### config.mk
export PLATFORM = sky130hd
export DESIGN_NAME = main_control_fsm
export DESIGN_NICKNAME = d
export VERILOG_FILES = /design/src/rtl/legv8_ctrl_pkg.sv /design/src/rtl/opcode_classifier.sv /design/src/rtl/main_control_fsm.sv
export SDC_FILE = /design/constraint.sdc
export NUM_CORES = 1
export LEC_CHECK = 0
export CAP_MARGIN = 20
export CORE_MARGIN = 2
export CORE_UTILIZATION = 35
export CTS_CLUSTER_SIZE = 8
export DETAILED_ROUTE_END_ITERATION = 12
export PLACE_DENSITY = 0.72
export SETUP_SLACK_MARGIN = 0.1
export SYNTH_ARGS = -nofsm -noshare
export SYNTH_HDL_FRONTEND = slang
export SYNTH_HIERARCHICAL = 1
export SYNTH_SLANG_ARGS = --single-unit
### constraint.sdc
create_clock -name clk -period 4.4 [get_ports clk]
set_input_delay 0.88 -clock clk [delete_from_list [all_inputs] [get_ports clk]]
set_output_delay 0.88 -clock clk [all_outputs]
set_load 0.005 [all_outputs]
### src/rtl/legv8_ctrl_pkg.sv
// ============================================================================
// legv8_ctrl_pkg : shared LEGv8 control types, opcode constants and encodings
// Revision: 1.0
// ============================================================================
`default_nettype none

package legv8_ctrl_pkg;

  typedef enum logic [3:0] {
    S_RESET     = 4'd0,
    S_FETCH     = 4'd1,
    S_DECODE    = 4'd2,
    S_MEM_ADDR  = 4'd3,
    S_MEM_READ  = 4'd4,
    S_MEM_WB    = 4'd5,
    S_MEM_WRITE = 4'd6,
    S_R_EXEC    = 4'd7,
    S_R_WB      = 4'd8,
    S_CBZ_EXEC  = 4'd9,
    S_B_EXEC    = 4'd10,
    S_TRAP      = 4'd11
  } state_e;

  localparam logic [10:0] OP_ADD  = 11'b10001011000;
  localparam logic [10:0] OP_SUB  = 11'b11001011000;
  localparam logic [10:0] OP_AND  = 11'b10001010000;
  localparam logic [10:0] OP_ORR  = 11'b10101010000;
  localparam logic [10:0] OP_LDUR = 11'b11111000010;
  localparam logic [10:0] OP_STUR = 11'b11111000000;
  localparam logic [7:0]  OP_CBZ_PFX = 8'b10110100;
  localparam logic [5:0]  OP_B_PFX   = 6'b000101;

  localparam logic [1:0] ALUOP_ADD   = 2'b00;
  localparam logic [1:0] ALUOP_PASSB = 2'b01;
  localparam logic [1:0] ALUOP_RTYPE = 2'b10;

  localparam logic [1:0] SRCB_REG  = 2'b00;
  localparam logic [1:0] SRCB_FOUR = 2'b01;
  localparam logic [1:0] SRCB_IMM9 = 2'b10;
  localparam logic [1:0] SRCB_BR   = 2'b11;

  typedef struct packed {
    logic mem_ld;
    logic mem_st;
    logic rtype;
    logic cbz;
    logic b;
    logic illegal;
  } op_class_t;

endpackage

`default_nettype wire

### src/rtl/opcode_classifier.sv
// ============================================================================
// opcode_classifier : one-hot opcode class decode, shared with single-cycle path
// Revision: 1.0
// ============================================================================
`default_nettype none

module opcode_classifier
  import legv8_ctrl_pkg::*;
(
  input  logic [10:0] opcode,
  output op_class_t   op_class
);

  always_comb begin
    op_class         = '0;
    op_class.mem_ld  = (opcode == OP_LDUR);
    op_class.mem_st  = (opcode == OP_STUR);
    op_class.rtype   = (opcode == OP_ADD) || (opcode == OP_SUB) ||
                       (opcode == OP_AND) || (opcode == OP_ORR);
    op_class.cbz     = (opcode[10:3] == OP_CBZ_PFX);
    op_class.b       = (opcode[10:5] == OP_B_PFX);
    op_class.illegal = !(op_class.mem_ld || op_class.mem_st || op_class.rtype ||
                         op_class.cbz || op_class.b);
  end

endmodule

`default_nettype wire

### src/rtl/main_control_fsm.sv
// ============================================================================
// main_control_fsm : multicycle LEGv8 main control (Moore FSM + memory handshake)
// Optional: ILLEGAL_TRAP_EN -- undecoded opcodes lock into TRAP until reset.
// Revision: 1.0
// ============================================================================
`default_nettype none

module main_control_fsm
  import legv8_ctrl_pkg::*;
(
  input  logic        clk,
  input  logic        rst_n,
  input  logic [10:0] opcode,
  input  logic        mem_ack,
  output logic [1:0]  ALUOp,
  output logic        ALUSrcA,
  output logic [1:0]  ALUSrcB,
  output logic        Reg2Loc,
  output logic        MemRead,
  output logic        MemWrite,
  output logic        IorD,
  output logic        IRWrite,
  output logic        RegWrite,
  output logic        MemToReg,
  output logic        PCWrite,
  output logic        PCWriteCond,
  output logic        PCSource,
  output logic        trap
);

  state_e    state_q, state_d;
  op_class_t op_class;

  opcode_classifier u_classifier (
    .opcode   (opcode),
    .op_class (op_class)
  );

  always_ff @(posedge clk or negedge rst_n) begin
    if (!rst_n) state_q <= S_RESET;
    else        state_q <= state_d;
  end

  always_comb begin
    state_d     = state_q;
    ALUOp       = ALUOP_ADD;
    ALUSrcA     = 1'b0;
    ALUSrcB     = SRCB_REG;
    Reg2Loc     = 1'b0;
    MemRead     = 1'b0;
    MemWrite    = 1'b0;
    IorD        = 1'b0;
    IRWrite     = 1'b0;
    RegWrite    = 1'b0;
    MemToReg    = 1'b0;
    PCWrite     = 1'b0;
    PCWriteCond = 1'b0;
    PCSource    = 1'b0;
    trap        = 1'b0;

    case (state_q)
      S_RESET: state_d = S_FETCH;

      S_FETCH: begin
        MemRead = 1'b1;
        ALUSrcB = SRCB_FOUR;
        // PC+4 and IR load commit only in the cycle memory returns the word
        if (mem_ack) begin
          IRWrite = 1'b1;
          PCWrite = 1'b1;
          state_d = S_DECODE;
        end
      end

      S_DECODE: begin
        ALUSrcB = SRCB_BR;
        Reg2Loc = op_class.cbz || op_class.mem_st;
        if (op_class.mem_ld || op_class.mem_st) state_d = S_MEM_ADDR;
        else if (op_class.rtype)                state_d = S_R_EXEC;
        else if (op_class.cbz)                  state_d = S_CBZ_EXEC;
        else if (op_class.b)                    state_d = S_B_EXEC;
`ifdef ILLEGAL_TRAP_EN
        else if (op_class.illegal)              state_d = S_TRAP;
`else
        else if (op_class.illegal)              state_d = S_FETCH;
`endif
        else                                    state_d = S_FETCH;
      end

      S_MEM_ADDR: begin
        ALUSrcA = 1'b1;
        ALUSrcB = SRCB_IMM9;
        state_d = op_class.mem_ld ? S_MEM_READ : S_MEM_WRITE;
      end

      S_MEM_READ: begin
        MemRead = 1'b1;
        IorD    = 1'b1;
        if (mem_ack) state_d = S_MEM_WB;
      end

      S_MEM_WB: begin
        RegWrite = 1'b1;
        MemToReg = 1'b1;
        state_d  = S_FETCH;
      end

      S_MEM_WRITE: begin
        MemWrite = 1'b1;
        IorD     = 1'b1;
        Reg2Loc  = 1'b1;
        if (mem_ack) state_d = S_FETCH;
      end

      S_R_EXEC: begin
        ALUSrcA = 1'b1;
        ALUOp   = ALUOP_RTYPE;
        state_d = S_R_WB;
      end

      S_R_WB: begin
        RegWrite = 1'b1;
        state_d  = S_FETCH;
      end

      S_CBZ_EXEC: begin
        ALUSrcA     = 1'b1;
        ALUOp       = ALUOP_PASSB;
        Reg2Loc     = 1'b1;
        PCWriteCond = 1'b1;
        PCSource    = 1'b1;
        state_d     = S_FETCH;
      end

      S_B_EXEC: begin
        PCWrite  = 1'b1;
        PCSource = 1'b1;
        state_d  = S_FETCH;
      end

      S_TRAP: begin
`ifdef ILLEGAL_TRAP_EN
        trap    = 1'b1;
        state_d = S_TRAP;
`else
        state_d = S_RESET;
`endif
      end

      default: state_d = S_RESET;
    endcase
  end

endmodule

`default_nettype wire

Yosys cells after proc, flatten, opt, wreduce, memory -nomap -nowiden --
Index checks and enable logic that the tools add are counted.
Word-level totals: bits in registers 4, latch bits 0, RAM bits 0, ROM bits 0, input port bits 14, output and inout port bits 16, word-level logic and storage cells 59, memories 0
Cells by class: add/sub/neg operators 0, multiply operators 0, divide/modulo/power cells 0, order comparisons 0, eq/ne operators 21, shift-type cells 0, multiplexer cells 23, bitwise logic cells 0, reduce and logical (&&, ||, !) cells 14
Operators by type and width (number):
- 11-bit == test (second input constant) | 6
- 4-bit 2-to-1 mux | 7
- 4-bit case mux with 7 select lines | 1
- 4-bit by 3-bit == test with 1-bit output (second input constant) | 4
- 4-bit == test (second input constant) | 3
- 1-bit 2-to-1 mux | 10
- 2-bit OR reduction | 5
- 4-bit by 2-bit == test with 1-bit output (second input constant) | 2
- 8-bit == test (second input constant) | 1
- 6-bit by 3-bit == test with 1-bit output (second input constant) | 1
- 2-bit inequality test (second input constant) | 3
- 2-bit case mux with 3 select lines | 1
- 1-bit logical OR | 5
- 5-bit OR reduction | 1
- 4-bit by 1-bit == test with 1-bit output (second input constant) | 1
- 4-bit logical NOT | 1
- 1-bit case mux with 2 select lines | 2
- 2-bit case mux with 2 select lines | 1
- 3-bit AND reduction | 1
- 3-bit OR reduction | 1
- 2-bit 2-to-1 mux | 1

Depth between registers and ports, before layout --
Gate-level depths: netlist (run 1).
depth after elaboration 7, mapped depth 7, depth with buffers taken out 7

By module --
The synthesis (run 1) kept the hierarchy.
Modules (own cells, without submodules):
- main_control_fsm | times used 1, cells each 64, area each 473.0 µm², sequential area each 100.1 µm²
- opcode_classifier | times used 1, cells each 20, area each 121.4 µm², sequential area each 0.0 µm²

Worst setup path before layout (run 1) --
Ideal clock, no wire load.
kind input port to output port, start point in opcode[0], end point out Reg2Loc, arrival 2064 ps, data required time 3520 ps, slack 1456 ps, stages 4, path buffers 0, cells stage by stage or4_4 nor3_1 nor3_1 o32ai_1
RTL lines:
- from (decl) | line main_control_fsm.sv:13 | input logic [10:0] opcode,
- to (decl) | line main_control_fsm.sv:18 | output logic Reg2Loc,

==> impl_metrics.tcl, run 1 <==
set metrics [dict create \
    outcome "finished clean" \
    cts_sinks 4 \
    setup_violations 0 \
    largest_reg_flops 4 \
    slew_viol_final 0 \
    drv_cap 0 \
    peakVddDrop_uv 199 \
    netlist_area_sq_um 568 \
    hold_viol_final 0 \
    largest_register "state_q" \
    place_congestion 0.769 \
    cts_buffers 3 \
    cts_resized 0 \
    clock_path_buffers 2 \
    ioPinCount 30 \
    routedWlPerCell_um 11.8 \
    antenna_found_initial 0 \
    dp_hpwl_um 1090 \
    path_clk_slew_ns 0.04 \
    crit_required_ns 3.52 \
    n_antenna_cell 0 \
    critPathLaunchType "input pin" \
    rsz0062_at_grt "no" \
    critPathArrivalTime_ns 3.08 \
    synthesis.nets 94 \
    fmax_mhz 253 \
    dieArea_sq_um 1960 \
    timing.rr.start "state_q[1]" \
    setup_tns_ns 0 \
    cts_tree "done" \
    core_area_sq_um 1510 \
    post-place-cells 118 \
    drtIter0Drc 8 \
    finalNetCount 121 \
    rows 14 \
    syn_avg_cell_area_sq_um 7.10 \
    clk_latency_ns 0.24 \
    drive_above_1_share_pct 8.57 \
    grt_max_degree 16 \
    worstSetupPathType "input pin to output pin" \
    cts-root-buf "clkbuf_4" \
    numPortBuffers 28 \
    drcViolationCount 0 \
    worstSetupEndpointType "output pin" \
    placedInstanceArea_sq_um 816 \
    detailedPlace.worstSlack_ns 0.454 \
    post_cts_buffers 0 \
    grt_pass1_wl_um 2440 \
    grt_overflow 0 \
    worst_slack_ns 0.444 \
    power.density_nw_per_um2 486 \
    via_per_inst 5.21 \
    syn_inst 80 \
    routed_wl_um 1430 \
    vias 631 \
    area_growth_pct 47.6 \
    grt_pass1_vias 557 \
    finalCriticalPeriod_ns 3.96 \
    leakagePower_nw 0.298 \
    grt_usage_pct 16.4 \
    fin_area_sq_um 838 \
    crit_fanout 3 \
    critPathLaunch "opcode[10]" \
    cts_hold_buffers 0 \
    hold_path_class "register to register" \
    hold_start "state_q[0]" \
    ant_nets 0 \
    dr.pass1.iters 4 \
    fin_cells 121 \
    yosysWarningCount 6 \
    fp.dieH_um 44.3 \
    die_x_um 44.3 \
    fin_skew_ns 0.00512 \
    htree_levels 1 \
    start_util_pct 37.7 \
    period_share_pct 89.9 \
    reg_top3 "state_q: 4 flops" \
]
==> routing by layer <==
metal / vias up / global-route usage [%] / share of wire, %
li1: 335 / - / -
met1: 273 / 23.3 / 48
met2: 21 / 23.2 / 45
met3: 2 / 4.49 / 6.2
met4: 0 / 6.67 / 0.91
met5: - / 0 / 0
==> layout by cell type (no fill, tap or decap) <==
cell,n
clkdlybuf4s50_1,28
nor2_1,15
nand2_1,9
a21oi_1,7
nor3_1,6
dfrtp_1,4
nand2b_1,3
clkbuf_4,3
inv_1,2
a31oi_1,2
o32ai_1,2
mux2i_1,2
o21ai_0,2
nor3b_1,2
or2b_1,1
nand2b_2,1
nand3b_1,1
a21boi_0,1
xnor2_1,1
o21a_1,1
nor2b_1,1
nor4_1,1
nor3_2,1
nand2b_4,1
a2111oi_2,1
o221a_2,1
o211ai_1,1
or3b_1,1
conb_1,1
or4_4,1
and2_1,1
nand4bb_1,1
==> critical path, stage by stage <==
cell and delay, ns:
clkdlybuf4s50_1 0.50, nand2_1 0.06, or4_4 0.42, nor3_1 0.35
nor3_1 0.08, o32ai_1 0.24, clkdlybuf4s50_1 0.54
==> final timing paths <==
path                       slack, ns          to  cells after the start
min reg2reg                     0.72  state_q[3]                      2
max                             0.44     Reg2Loc                      7
min                             0.72  state_q[3]                      2
max in group asynchronous       3.40  state_q[1]                      1
max reg2reg                     2.94  state_q[1]                      4
min in group asynchronous       0.84  state_q[0]                      1
==> area by class of cell <==
| type | count | area (sq um) |
|---|---|---|
| clock buffer | 3 | 22.5 |
| fill | 150 | 668 |
| inverter | 2 | 7.51 |
| multi-input combinational | 68 | 408 |
| sequential | 4 | 100 |
| tap | 16 | 20.0 |
| timing repair buffer | 28 | 280 |
==> metrics by stage <==
stage	power [mW]	hold WS [ns]	utilization, %
finish	0.408	0.724	55.6
global route	0.442	0.769	55.6
CTS	0.409	0.709	55.6
detailed placement	0.362	0.696	54.2
global placement	0.362	0.696	54.2
floorplan	0.254	0.571	-
==> power by group <==
group,internal [mW],switching [mW]
Clock,0.0305,0.0146
Combinational,0.155,0.102
Sequential,0.0509,0.0548
Power figures use the tool's default switching activity.
==> run 2: changes to the inputs <==
Settings changed: CORE_UTILIZATION 35 to 42, PLACE_DENSITY 0.72 to default, PLACE_DENSITY_LB_ADDON from default to 0.25.
==> impl_metrics.tcl, run 2 (synthesis results as in run 1) <==
set metrics [dict create \
    routedWlPerCell_um 11.6 \
    htree_levels 1 \
    hold_viol_final 0 \
    drtIter0Drc 19 \
    grt_overflow 0 \
    hold_path_class "register to register" \
    cts_hold_buffers 0 \
    fp.dieH_um 40.8 \
    grt_pass1_vias 557 \
    cts_sinks 4 \
    outcome "finished clean" \
    finalCriticalPeriod_ns 3.97 \
    die_x_um 40.8 \
    setup_violations 0 \
    reg2reg_slack_ns 2.98 \
    whs_ns 0.704 \
    drv_cap 0 \
    worstSetupEndpointType "output pin" \
    post_cts_buffers 0 \
    critPathLaunchType "input pin" \
    ioPinCount 30 \
    r2r_cells 4 \
    cts_resized 0 \
    slew_viol_final 0 \
    period_share_pct 90.3 \
    largest_register "state_q" \
    reg_top3 "state_q: 4 flops" \
    crit_required_ns 3.52 \
    ant_nets 0 \
    n_antenna_cell 0 \
    largest_reg_flops 4 \
    finalNetCount 121 \
    worstSetupPathType "input pin to output pin" \
    crit_fanout 3 \
    rsz0062_at_grt "no" \
    dieArea_sq_um 1660 \
    routed_wl_um 1390 \
    numPortBuffers 28 \
    nFillCells 129 \
    mostFrequentLayoutCell "clkdlybuf4s50_1" \
    setup_tns_ns 0 \
    via_per_inst 5.68 \
    rows 13 \
    power.density_nw_per_um2 485 \
    cts_tree "done" \
    start_util_pct 44.2 \
    path_clk_slew_ns 0.03 \
    vias 682 \
    grt_pass1_wl_um 2210 \
    core_area_sq_um 1280 \
    dr.pass1.iters 4 \
    fmax_mhz 252 \
    leakagePower_nw 0.298 \
    crit_path_end "Reg2Loc" \
    grt_usage_pct 20.0 \
    grt_max_degree 16 \
    fin_skew_ns 0.00873 \
    final_cell_mix "clkdlybuf4s50_1 (28), nor2_1 (15), nand2_1 (9)" \
    critPathArrivalTime_ns 3.09 \
    drcViolationCount 0 \
    peakVddDrop_uv 207 \
    clock_path_buffers 2 \
    area_growth_pct 47.4 \
    critPathLaunch "opcode[10]" \
    dp_hpwl_um 1130 \
    place_congestion 0.837 \
    drive_above_1_share_pct 8.57 \
    timing.rr.start "state_q[1]" \
    cts-root-buf "clkbuf_4" \
    cts_buffers 3 \
    antenna_found_initial 0 \
    clk_latency_ns 0.24 \
    worst_r2r_endpoint "state_q[1]" \
]
run 2: per-layer routing:
layer,vias up,global-route usage [%],wire [um]
met3,0,6.52,105
li1,336,-,-
met5,-,0,0
met2,41,39.7,746
met1,305,20.5,536
met4,0,2.50,0
run 2: metrics by stage:
stage	worst slack, ns	area [sq um]	power, mW	util, %	cells
6_report	0.427	837	0.406	65.1	120
5_1_grt	0.311	837	0.446	65.1	120
4_1_cts	0.445	837	0.409	65.1	120
3_5_place_dp	0.451	815	0.362	63.4	117
3_3_place_gp	0.472	815	0.360	63.4	117
2_1_floorplan	1.47	568	0.254	-	80
run 2: layout make-up:
| cell class | instances | area [sq um] | share of cell area (%) |
|---|---|---|---|
| Clock buffer | 3 | 22.5 | 2.69 |
| Timing Repair Buffer | 28 | 280 | 33.5 |
| Inverter | 2 | 7.51 | 0.897 |
| Sequential cell | 4 | 100 | 12.0 |
| Tap cell | 15 | 18.8 | 2.24 |
| Multi-Input combinational cell | 68 | 408 | 48.7 |
run 2: worst min-delay path by stage:
stage,to,startpoint,slack (ns),depth (start not counted)
2_1_floorplan,state_q[3],state_q[1],0.57,2
3_3_place_gp,state_q[2],state_q[3],0.69,1
3_5_place_dp,state_q[2],state_q[3],0.69,1
4_1_cts,state_q[2],state_q[3],0.71,1
5_1_grt,state_q[2],state_q[3],0.76,1
6_report,state_q[2],state_q[3],0.70,1
run 2: worst max-delay path, stage by stage:
cell,delay [ns]
clkdlybuf4s50_1,0.49
nand2_1,0.06
or4_4,0.42
nor3_1,0.34
nor3_1,0.11
o32ai_1,0.25
clkdlybuf4s50_1,0.54
run 2: power by group:
| group | internal (mW) | total, mW | switching (mW) | leakage (nW) |
|---|---|---|---|---|
| clock network | 0.0305 | 0.0458 | 0.0153 | 0.0138 |
| logic | 0.155 | 0.255 | 0.100 | 0.234 |
| registers | 0.0509 | 0.105 | 0.0539 | 0.0502 |
| total | 0.237 | 0.406 | 0.169 | 0.298 |
==> run 3: changes to the inputs <==
Settings changed: CTS_BUF_LIST from default to sky130_fd_sc_hd__clkbuf_8 sky130_fd_sc_hd__clkbuf_16.
==> impl_metrics.tcl, run 3 (synthesis results as in run 1) <==
set metrics [dict create \
    ant_nets 0 \
    rsz0062_at_grt "no" \
    r2r_cells 4 \
    cts_buffers 3 \
    path_clk_slew_ns 0.03 \
    fp.dieH_um 40.8 \
    crit_fanout 3 \
    area_growth_pct 50.7 \
    setup_tns_ns 0 \
    mostFrequentLayoutCell "clkdlybuf4s50_1" \
    antenna_found_initial 0 \
    post_cts_buffers 0 \
    min_to "state_q[2]" \
    cts-root-buf "clkbuf_8" \
    hold_start "state_q[3]" \
    clock_path_buffers 2 \
    cts_sinks 4 \
    n_antenna_cell 0 \
    htree_levels 1 \
    nFillCells 125 \
    cts_hold_buffers 0 \
    outcome "finished clean" \
    power.density_nw_per_um2 512 \
    die_x_um 40.8 \
    dieArea_sq_um 1660 \
    cts_resized 0 \
    reg2reg_slack_ns 2.98 \
    hold_path_class "register to register" \
    fin_cells 120 \
    finalNetCount 121 \
    grt_overflow 0 \
    drive_above_1_share_pct 8.57 \
    grt_pass1_wl_um 2200 \
    drtIter0Drc 16 \
    ioPinCount 30 \
    drcViolationCount 0 \
    post-place-cells 117 \
    crit_required_ns 3.52 \
    via_per_inst 5.68 \
    dp_hpwl_um 1130 \
    worstSetupEndpointType "output pin" \
    largest_reg_flops 4 \
    peakVddDrop_uv 239 \
    finalCriticalPeriod_ns 3.96 \
    worst_r2r_endpoint "state_q[1]" \
    grt_pass1_vias 551 \
    cts_tree "done" \
    routedWlPerCell_um 11.8 \
    final_cell_mix "clkdlybuf4s50_1 (28), nor2_1 (15), nand2_1 (9)" \
    clk_latency_ns 0.22 \
    largest_register "state_q" \
    grt_usage_pct 20.0 \
    period_share_pct 90.1 \
    place_congestion 0.837 \
    grt_max_degree 16 \
    rows 13 \
    critPathLaunchType "input pin" \
    dr.pass1.iters 4 \
    whs_path_depth 1 \
    leakagePower_nw 0.305 \
    routed_wl_um 1410 \
    drv_cap 0 \
    worstSetupPathType "input pin to output pin" \
    fmax_mhz 252 \
    vias 681 \
    hold_viol_final 0 \
    fin_util_pct 66.6 \
    numPortBuffers 28 \
    reg_top3 "state_q: 4 flops" \
    start_util_pct 44.2 \
    slew_viol_final 0 \
    core_area_sq_um 1280 \
    fin_skew_ns 0.00625 \
    setup_violations 0 \
    timing.rr.start "state_q[1]" \
    critPathArrivalTime_ns 3.08 \
]
==> run 3: worst max-delay path by stage <==
stage	start	endpoint	slack, ns	cells past startpoint
floorplan	opcode[0]	Reg2Loc	1.47	4
finish	opcode[10]	Reg2Loc	0.44	7
global route	opcode[10]	Reg2Loc	0.31	7
global placement	opcode[10]	Reg2Loc	0.47	7
CTS	opcode[10]	Reg2Loc	0.45	7
detailed placement	opcode[10]	Reg2Loc	0.45	7
==> run 3: metrics by stage <==
step	cell area [sq um]	worst slack [ns]	power (mW)	hold WS (ns)
floorplan	568	1.47	0.254	0.571
global route	856	0.311	0.476	0.758
global placement	815	0.472	0.360	0.685
CTS	856	0.445	0.442	0.705
finish	856	0.436	0.438	0.704
detailed placement	815	0.451	0.362	0.693
==> run 3: cell type report <==
cell class                      count  area [sq um]  area share, %
Sequential cell                     4           100           11.7
Inverter                            2          7.51          0.877
Tap cell                           15          18.8           2.19
Multi-Input combinational cell     68           408           47.7
Clock buffer                        3          41.3           4.82
Timing Repair Buffer               28           280           32.7
==> run 3: layer usage <==
layer,global-route usage [%],wire length [um],vias to the layer above
met5,0,0,-
met4,5.00,11,0
met3,4.89,94,2
met2,39.7,768,39
met1,20.5,538,304
li1,-,-,336
==> run 3: critical path, stage by stage <==
cell and delay, ns:
clkdlybuf4s50_1 0.49, nand2_1 0.06, or4_4 0.42, nor3_1 0.35, nor3_1 0.10, o32ai_1 0.24, clkdlybuf4s50_1 0.54
==> run 3: power by group <==
group / total (mW) / internal [mW] / switching [mW]
Clock: 0.0780 / 0.0584 / 0.0197
Sequential: 0.105 / 0.0510 / 0.0542
Combinational: 0.255 / 0.155 / 0.0994
Total: 0.438 / 0.265 / 0.173
